[src/rtl/reg_bus_master.sv]
// rtl/reg_bus_master.sv - byte-stream driven initiator for the internal register bus (optional status byte: REG_MASTER_STATUS_EN)
module reg_bus_master #(
    parameter int pBYTECNT_SIZE = 7
) (
    input  logic                     clk_usb,
    input  logic                     reset_n,
    input  logic [7:0]               cmd_data,
    input  logic                     cmd_valid,
    output logic                     cmd_ready,
    output logic [7:0]               rsp_data,
    output logic                     rsp_valid,
    input  logic                     rsp_ready,
    output logic [7:0]               reg_address,
    output logic [pBYTECNT_SIZE-1:0] reg_bytecnt,
    output logic [7:0]               reg_datai,
    input  logic [7:0]               reg_datao,
    output logic                     reg_read,
    output logic                     reg_write,
    output logic                     busy,
    output logic                     err_len
);

    // Counter/length width: must hold LEN (up to 255) and 2**pBYTECNT_SIZE.
    localparam int CW = (pBYTECNT_SIZE >= 8) ? pBYTECNT_SIZE + 1 : 9;
    localparam logic [CW-1:0] MAX_LEN = CW'(1) << pBYTECNT_SIZE;

`ifdef REG_MASTER_STATUS_EN
    localparam bit STATUS_EN = 1'b1;
`else
    localparam bit STATUS_EN = 1'b0;
`endif

    typedef enum logic [3:0] {
        S_IDLE,
        S_GET_ADDR,
        S_GET_LEN,
        S_WRITE,
        S_READ,
        S_DRAIN_WR,
        S_DRAIN_RD,
        S_ST_LOAD,
        S_ST_WAIT
    } state_t;

    state_t                   state_q, state_d;
    logic [7:0]               addr_q, addr_d;
    logic [pBYTECNT_SIZE-1:0] bytecnt_q, bytecnt_d;
    logic [7:0]               datai_q, datai_d;
    logic [CW-1:0]            len_q, len_d;
    logic [CW-1:0]            cnt_q, cnt_d;
    logic                     is_read_q, is_read_d;
    logic                     err_len_q, err_len_d;
    logic                     reg_write_q, reg_write_d;
    logic [7:0]               rsp_data_q, rsp_data_d;
    logic                     rsp_valid_q, rsp_valid_d;

    logic                     cmd_ready_int;
    logic                     reg_read_int;
    logic                     slot_free;
    logic                     rsp_load;
    logic [7:0]               rsp_load_data;
    logic [CW-1:0]            len_ext;
    logic [CW-1:0]            cnt_inc;
    state_t                   done_state;

    // State and datapath registers; everything clears on async reset.
    always_ff @(posedge clk_usb or negedge reset_n) begin
        if (!reset_n) begin
            state_q     <= S_IDLE;
            addr_q      <= 8'h00;
            bytecnt_q   <= '0;
            datai_q     <= 8'h00;
            len_q       <= '0;
            cnt_q       <= '0;
            is_read_q   <= 1'b0;
            err_len_q   <= 1'b0;
            reg_write_q <= 1'b0;
            rsp_data_q  <= 8'h00;
            rsp_valid_q <= 1'b0;
        end else begin
            state_q     <= state_d;
            addr_q      <= addr_d;
            bytecnt_q   <= bytecnt_d;
            datai_q     <= datai_d;
            len_q       <= len_d;
            cnt_q       <= cnt_d;
            is_read_q   <= is_read_d;
            err_len_q   <= err_len_d;
            reg_write_q <= reg_write_d;
            rsp_data_q  <= rsp_data_d;
            rsp_valid_q <= rsp_valid_d;
        end
    end

    // Next-state, bus strobes and response-register loading.
    always_comb begin
        state_d       = state_q;
        addr_d        = addr_q;
        bytecnt_d     = bytecnt_q;
        datai_d       = datai_q;
        len_d         = len_q;
        cnt_d         = cnt_q;
        is_read_d     = is_read_q;
        err_len_d     = err_len_q;
        reg_write_d   = 1'b0;
        cmd_ready_int = 1'b0;
        reg_read_int  = 1'b0;
        rsp_load      = 1'b0;
        rsp_load_data = 8'h00;
        // A new response byte may be produced only if the register is free this cycle.
        slot_free     = !rsp_valid_q || rsp_ready;
        len_ext       = CW'(cmd_data);
        cnt_inc       = cnt_q + CW'(1);
        done_state    = STATUS_EN ? S_ST_LOAD : S_IDLE;

        case (state_q)
            S_IDLE: begin
                cmd_ready_int = 1'b1;
                if (cmd_valid) begin
                    is_read_d = cmd_data[0];
                    state_d   = S_GET_ADDR;
                end
            end
            S_GET_ADDR: begin
                cmd_ready_int = 1'b1;
                if (cmd_valid) begin
                    addr_d  = cmd_data;
                    state_d = S_GET_LEN;
                end
            end
            S_GET_LEN: begin
                cmd_ready_int = 1'b1;
                if (cmd_valid) begin
                    len_d     = len_ext;
                    cnt_d     = '0;
                    bytecnt_d = '0;
                    if (len_ext == '0) begin
                        err_len_d = 1'b1;
                        state_d   = done_state;
                    end else if (len_ext > MAX_LEN) begin
                        err_len_d = 1'b1;
                        state_d   = is_read_q ? S_DRAIN_RD : S_DRAIN_WR;
                    end else begin
                        err_len_d = 1'b0;
                        state_d   = is_read_q ? S_READ : S_WRITE;
                    end
                end
            end
            S_WRITE: begin
                // cnt_q counts accepted bytes; the strobe of the last one is
                // live in the cycle where cnt_q reaches len_q.
                if (cnt_q == len_q) begin
                    state_d = done_state;
                end else begin
                    cmd_ready_int = 1'b1;
                    if (cmd_valid) begin
                        reg_write_d = 1'b1;
                        datai_d     = cmd_data;
                        bytecnt_d   = cnt_q[pBYTECNT_SIZE-1:0];
                        cnt_d       = cnt_inc;
                    end
                end
            end
            S_READ: begin
                if (slot_free) begin
                    reg_read_int  = 1'b1;
                    rsp_load      = 1'b1;
                    rsp_load_data = reg_datao;
                    cnt_d         = cnt_inc;
                    if (cnt_inc == len_q) begin
                        state_d = done_state;
                    end else begin
                        bytecnt_d = bytecnt_q + pBYTECNT_SIZE'(1);
                    end
                end
            end
            S_DRAIN_WR: begin
                cmd_ready_int = 1'b1;
                if (cmd_valid) begin
                    cnt_d = cnt_inc;
                    if (cnt_inc == len_q) begin
                        state_d = done_state;
                    end
                end
            end
            S_DRAIN_RD: begin
                if (slot_free) begin
                    rsp_load      = 1'b1;
                    rsp_load_data = 8'h00;
                    cnt_d         = cnt_inc;
                    if (cnt_inc == len_q) begin
                        state_d = done_state;
                    end
                end
            end
            S_ST_LOAD: begin
                if (slot_free) begin
                    rsp_load      = 1'b1;
                    rsp_load_data = {4'hA, 2'b00, err_len_q, is_read_q};
                    state_d       = S_ST_WAIT;
                end
            end
            S_ST_WAIT: begin
                // The status byte is the only thing in the register here.
                if (rsp_ready) begin
                    state_d = S_IDLE;
                end
            end
            default: begin
                state_d = S_IDLE;
            end
        endcase

        rsp_data_d  = rsp_data_q;
        rsp_valid_d = rsp_valid_q;
        if (rsp_load) begin
            rsp_data_d  = rsp_load_data;
            rsp_valid_d = 1'b1;
        end else if (rsp_ready) begin
            rsp_valid_d = 1'b0;
        end
    end

    // Output wiring; cmd_ready is forced low while reset is held.
    always_comb begin
        cmd_ready   = cmd_ready_int & reset_n;
        reg_read    = reg_read_int;
        reg_write   = reg_write_q;
        reg_address = addr_q;
        reg_bytecnt = bytecnt_q;
        reg_datai   = datai_q;
        rsp_data    = rsp_data_q;
        rsp_valid   = rsp_valid_q;
        busy        = (state_q != S_IDLE);
        err_len     = err_len_q;
    end

endmodule

[config.mk]
export PLATFORM = sky130hd
export DESIGN_NAME = reg_bus_master
export DESIGN_NICKNAME = d
export VERILOG_FILES = /design/src/rtl/reg_bus_master.sv
export SDC_FILE = /design/constraint.sdc
export NUM_CORES = 1
export LEC_CHECK = 0
export CORE_ASPECT_RATIO = 1.25
export CORE_UTILIZATION = 34
export DETAILED_ROUTE_END_ITERATION = 10
export PLACE_DENSITY = 0.58
export SLEW_MARGIN = 20
export SYNTH_ARGS = -nofsm -noshare
export SYNTH_HDL_FRONTEND = slang
export SYNTH_SLANG_ARGS = --single-unit
[constraint.sdc]
create_clock -name clk_usb -period 2.9 [get_ports clk_usb]
set_clock_uncertainty 0.1 [all_clocks]
set_input_delay 0.435 -clock clk_usb [delete_from_list [all_inputs] [get_ports clk_usb]]
set_output_delay 0.435 -clock clk_usb [all_outputs]
set_load 0.02 [all_outputs]
==> metrics.cfg, run 1 <==
[status]
status = finished clean

[setup_path]
setup.worst_path.end_class = output pin
arrival_ns = 2.21
slowest_stage = clkdlybuf4s50_1
critical-path-top-delay-family = simple AND/OR/NAND/NOR gates
crit_path_start = state_q[1]
required_ns = 2.37
crit_end = reg_read
startpoint_type = register
crit_chain = nor2_2, nand2_2, nor2_2, clkdlybuf4s50_1
worstSetupPathType = reg2out
path_common_cell = nor2_2
r2r-start = cnt_q[0]
cp_num_buf_inv = 1
cp_max_fo = 13
r2r_slack_ns = 0.16
rr_endpoint = reg_bytecnt[1]
cp.depth = 4
reg2regPathDepth = 8
critPathMaxStageDelay_ns = 0.64

[route]
drt_iter0_markers = 134
ant_nets = 0
dr_total_vias = 2427
m1WireLength_mm = 3.28
dr_wl_met2_mm = 3.26
wl_met3_um = 312
top_layer_used = met4
routed_via_density = 5.12
drc_errors = 0
drt_pass1_iterations = 4
wl_per_cell_um = 14.6
routed_wl_mm = 6.94

[place]
io_buffers = 56
dp_hpwl_mm = 5.10
gp_congestion = 0.850
preCtsSetupSlack_ns = 0.190
placed_area_um2 = 3690
place_inst = 466

[yosys]
synth_edf_count = 0
synth_area_leaders = dfrtp_1 (47%), mux2_2 (11%), o21ai_0 (4.0%)
ys_ff_latch = 56
synth_flop_cell = dfrtp_1
syn_area_um2 = 2990
yosysTopAreaCell = dfrtp_1
synthTopCellsByCount = dfrtp_1 (56), nand2_1 (31), mux2_2 (28)
synth.avg_cell_area_um2 = 10.0
netlist.area_leader.share_pct = 46.8
synthArstFlopShare_pct = 100
yosys_warnings = 0
yosys.cell_count.top_type = dfrtp_1
yosysUniqueCellTypes = 55
syn_nets = 321
netlist_instances = 298
ys_seq_area_share_pct = 46.8

[finish]
syn2layout_area_growth_pct = 27.8
final_cells = 474
fin_area_um2 = 3820
nNetsFinal = 379
antennaDiodeCount = 0
drive_gt1_share_pct = 15.1

[floorplanning]
rows = 37
ios = 57
core_area_um2 = 8380
initial_core_util_pct = 35.7
die_area_um2 = 9180
die_w_um = 85.9
die_h_um = 107

[clock_network]
clk_pin_slew_worst_paths_ns = 0.11
post_cts_buffers = 0
h-tree-depth = 2
clk_path_buf_depth = 2
clkLatencyLatePin_ns = 0.33
clockRootBuffer = clkbuf_8
cts_tree = done
cts_sinks = 56
cts_buffers = 5
holdBufCountCts = 0

[timing]
period_minus_slack_ns = 2.74
fin_setup_tns_ns = 0
fin_crit_sh_pct = 94.6
tightestPinTransition_ns = 0.706
slew_headroom_pct = 52.6
slew_violations = 0
setup_ws_ns = 0.158
hold_violations = 0
fin_hold_ws_ns = 0.183
setup-violations-final = 0
max_freq_ghz = 0.365
rsz0062_at_grt = false

[pwr]
pwr-share-seq_pct = 35.2
cellPowerDensity_nw_per_um2 = 987
p_leak_uw = 0.00159
p_sw_share_pct = 41.4
p_comb_share_pct = 50.4
power_switching_uw = 1560
intPower_uw = 2210
ir_drop_mv = 0.576
clockPowerShare_pct = 14.5

[grt]
gr-usage-all-layers_pct = 16.3
grt_pass1_wl_mm = 11.8
grt_max_degree = 57
grt_pass1_vias = 2289
grt-ovfl-total = 0
grt_antenna_before_repair = 0

[flow_run]
maxCapViolations = 0

[hold_path]
hold_path.class = in2async

[routing by layer]
metal | GRT usage (%) | vias up
li1 | - | 1181
met3 | 3.00 | 7
met2 | 24.3 | 69
met4 | 5.60 | 0
met5 | 0 | -
met1 | 23.6 | 1170
[timing repair]
item,in CTS,in global routing
gates resized for setup,1,4
pin swaps,0,1
setup endpoints to repair,1,3
[per-stage QoR]
step                total power [uW]  utilization, %
floorplan                       2510               -
global placement                3230            44.0
detailed placement              3240            44.0
CTS                             3790            45.5
global route                    4050            45.6
finish                          3770            45.6
[cells by family (layout without fill, tap and decap cells)]
kind of cell,after synthesis,after routing,share of synthesized area [%]
adders and majority gates,3,3,1.25
DFF,56,56,46.8
buffers and inverters,23,82,3.14
and+or+nand+nor,110,110,19.1
muxes,29,29,10.9
xor gates and xnor gates,16,16,4.68
AOI/OAI and AO/OA,61,61,14.1
[power groups by stage]
stage	Combinational (uW)	Clock (uW)	Sequential [uW]
after floorplan	1060	0	1450
after global routing	2080	594	1380
after detailed placement	1890	0	1340
final	1900	546	1330
after CTS	1910	560	1330
after global placement	1900	0	1330
[worst register-to-register path: cells and delay by family (launching register included)]
kind / cells / cell delay, ns
multiplexers: 1 / 0.37
adder cells (fa/ha/maj): 1 / 0.34
AO/OA/AOI/OAI: 3 / 0.59
flip-flops: 1 / 0.47
AND/OR/NAND/NOR: 3 / 0.76
[placed cells by master, fill, tap and decap left out, drive strengths merged, types with 2 or more instances in the layout]
| cell type | instances |
|---|---|
| a21oi | 6 |
| a221o | 3 |
| a222oi | 2 |
| a22oi | 3 |
| a31oi | 3 |
| and2 | 2 |
| and3 | 7 |
| buf | 7 |
| clkbuf | 5 |
| clkdlybuf4s50 | 54 |
| clkinv | 2 |
| dfrtp | 56 |
| ha | 3 |
| inv | 12 |
| mux2 | 28 |
| nand2 | 32 |
| nand2b | 6 |
| nand3 | 14 |
| nand4 | 3 |
| nor2 | 19 |
| nor2b | 5 |
| nor3 | 8 |
| nor4 | 2 |
| o21ai | 26 |
| o31ai | 3 |
| o41ai | 2 |
| or3 | 3 |
| or4 | 2 |
| xnor2 | 8 |
| xor2 | 8 |
[worst min-delay path by stage]
stage                startpoint        endpoint  slack (ns)  cells past startpoint
finish                  reset_n  reg_bytecnt[3]        0.18                      2
global route            reset_n    reg_datai[3]        0.26                      2
CTS                     reset_n        cnt_q[0]        0.22                      2
detailed placement  rsp_data[7]     rsp_data[7]        0.37                      2
global placement    rsp_data[7]     rsp_data[7]        0.36                      2
floorplan               reset_n        cnt_q[0]        0.04                      0
[final cells by class]
| cell class | count | area, um^2 |
|---|---|---|
| fill | 795 | 4560 |
| multi-input combinational | 219 | 1510 |
| sequential | 56 | 1400 |
| timing repair buffer | 62 | 603 |
| tap | 117 | 146 |
| clock buffer | 5 | 68.8 |
| clock inverter | 3 | 47.5 |
| inverter | 12 | 45.0 |
[sequential cells by signal, summed over array words and instances, names as in the netlist]
register and cells:
reg_write 1, cnt_q 9, reg_address 8, reg_bytecnt 7, state_q 4, rsp_valid 1
is_read_q 1, len_q 8, reg_datai 8, rsp_data 8, err_len 1
Note: power is estimated with default switching activity, not from simulation.
==> run 2, diff against run 1 <==
--- a/config.mk
+++ b/config.mk
@@ -8,7 +8,8 @@
 export CORE_ASPECT_RATIO = 1.25
 export CORE_UTILIZATION = 34
 export DETAILED_ROUTE_END_ITERATION = 10
-export PLACE_DENSITY = 0.58
+export DONT_BUFFER_PORTS = 1
+export PLACE_DENSITY = 0.5
 export SLEW_MARGIN = 20
 export SYNTH_ARGS = -nofsm -noshare
 export SYNTH_HDL_FRONTEND = slang
==> run 2 against run 1 <==
- critical path depth up 4
- largest cell class unchanged
- die area is the same
- cell area decreased by 15%
- critical endpoint is now reg_bytecnt[3]
- global-route usage down 0.24 points
- first-iteration DRC count rose by 3.0%
- sequential power up 19%
- final cell count fell by 12%
- core utilization down 6.8 points
- via count down 9.0%
==> metrics.cfg, run 2 (same netlist as run 1, synthesis figures left out) <==
[floorplanning]
rows = 37  ; unchanged
die_area_um2 = 9180  ; unchanged
initial_core_util_pct = 35.7  ; unchanged
ios = 57  ; unchanged
die_h_um = 107  ; unchanged
die_w_um = 85.9  ; unchanged
core_area_um2 = 8380  ; unchanged

[grt]
grt_max_degree = 57  ; unchanged
grt_antenna_before_repair = 0  ; unchanged
grt_pass1_wl_mm = 11.4  ; -2.8%
grt_pass1_vias = 2236  ; -2.3%
grt-ovfl-total = 0  ; unchanged
gr-usage-all-layers_pct = 16.1  ; -0.24 points

[timing]
fin_setup_tns_ns = 0  ; unchanged
slew_headroom_pct = 56.7  ; +4.2 points
fin_crit_sh_pct = 92.1  ; -2.5 points
max_freq_ghz = 0.375  ; +2.7%
rsz0062_at_grt = false
setup-violations-final = 0  ; unchanged
period_minus_slack_ns = 2.67  ; -0.0723 ns
tightestPinTransition_ns = 0.644  ; -0.0622 ns
slew_violations = 0  ; unchanged
hold_violations = 0  ; unchanged
setup_ws_ns = 0.230  ; +0.0723 ns

[finish]
antennaDiodeCount = 0  ; unchanged
layout_common_cells = dfrtp_1 (56), nand2_1 (31), mux2_2 (28)
syn2layout_area_growth_pct = 8.82
nNetsFinal = 323  ; -15%
drive_gt1_share_pct = 16.3  ; +1.2 points
top_register = cnt_q
mostFrequentLayoutCell = dfrtp_1
largest_reg_flops = 9  ; unchanged
fin_area_um2 = 3260  ; -15%

[setup_path]
worstSetupPathType = reg2reg
required_ns = 3.02  ; +0.65 ns
arrival_ns = 2.79  ; +0.58 ns
startpoint_type = register
path_common_cell = nand3_4
cp_num_buf_inv = 0  ; -1
setup.worst_path.end_class = register
crit_chain = ha_2, nand3_4, or4_1, a21bo_1, o21ai_2, nand3_4, o21ai_4, mux2_2
critPathMaxStageDelay_ns = 0.49  ; -0.15 ns
critical-path-top-delay-family = simple AND/OR/NAND/NOR gates
slowest_stage = or4_1
cp_max_fo = 9  ; -4

[route]
drc_errors = 0  ; unchanged
ant_nets = 0  ; unchanged
routed_wl_mm = 6.84  ; -1.4%
wl_per_cell_um = 16.4  ; +12%
drt_pass1_iterations = 4  ; unchanged
routed_via_density = 5.28  ; +3.2%
drt_iter0_markers = 138  ; +3.0%
dr_total_vias = 2208  ; -9.0%

[clock_network]
cts_buffers = 5  ; unchanged
clkLatencyLatePin_ns = 0.32  ; about the same
clk_path_buf_depth = 2  ; unchanged
cts_tree = done
clockRootBuffer = clkbuf_8
h-tree-depth = 2  ; unchanged
clk_pin_slew_worst_paths_ns = 0.11  ; about the same
cts_sinks = 56  ; unchanged

[place]
dp_hpwl_mm = 4.92  ; -3.7%
io_buffers = 0  ; -100%
gp_congestion = 0.816  ; -4.0%
placed_area_um2 = 3120  ; -15%
preCtsSetupSlack_ns = 0.171  ; -0.0190 ns

[pwr]
ir_drop_mv = 0.424  ; -26%
p_leak_uw = 0.00136  ; -14%
cellPowerDensity_nw_per_um2 = 1020  ; +3.1%

[hold_path]
hold_path.class = in2reg

[status]
status = finished clean

[flow_run]
maxCapViolations = 0  ; unchanged

## run 2: worst paths after layout
path                            from              to  slack, ns  cells after the start
hold / removal             rsp_ready      state_q[3]        0.1                      1
setup / recovery            cnt_q[0]  reg_bytecnt[3]       0.23                      8
hold reg to reg             len_q[4]        len_q[4]       0.44                      1
setup reg to reg            cnt_q[0]  reg_bytecnt[3]       0.23                      8
max in group asynchronous    reset_n        len_q[4]       1.91                      2
min in group asynchronous    reset_n  reg_address[0]       0.51                      2
## run 2: where the power goes
group / total, uW / switching [uW] / internal, uW
registers: 1580 / 518 / 1060
logic: 1270 / 706 / 560
clock network: 474 / 278 / 196
## run 2: layer usage
metal / track usage [%] / vias to the layer above / part of all wire [%] / wire length [um]
li1: - / 1073 / - / -
met1: 21.9 / 1075 / 48 / 3250
met2: 25.1 / 55 / 46 / 3110
met3: 3.85 / 5 / 5.6 / 386
met4: 5.00 / 0 / 1.3 / 91
met5: 0 / - / 0 / 0
## run 2: layout make-up
cell class                 instances  area, um^2
timing repair buffer               6        67.6
fill                             839        5120
tap                              117         146
clock inverter                     2        13.8
multi-input combinational        219        1500
clock buffer                       6        82.6
inverter                          12        45.0
sequential                        56        1400
## run 2: per-stage QoR
step	std cells	util [%]	total power (uW)	hold slack, ns
floorplan	298	-	2510	0.0394
global placement	408	37.2	2840	0.0409
detailed placement	408	37.2	2850	0.0410
CTS	418	38.8	3350	0.0919
global route	418	38.9	3570	0.0813
finish	418	38.9	3320	0.0967
## run 2: repair_timing
item | 4_1_cts | 5_1_grt
gates resized for setup | 0 | 1
endpoints found under the hold margin | 56 | 0
setup buffers | 0 | 0
hold buffers | 2 | 0
endpoints found under the setup margin | 0 | 2
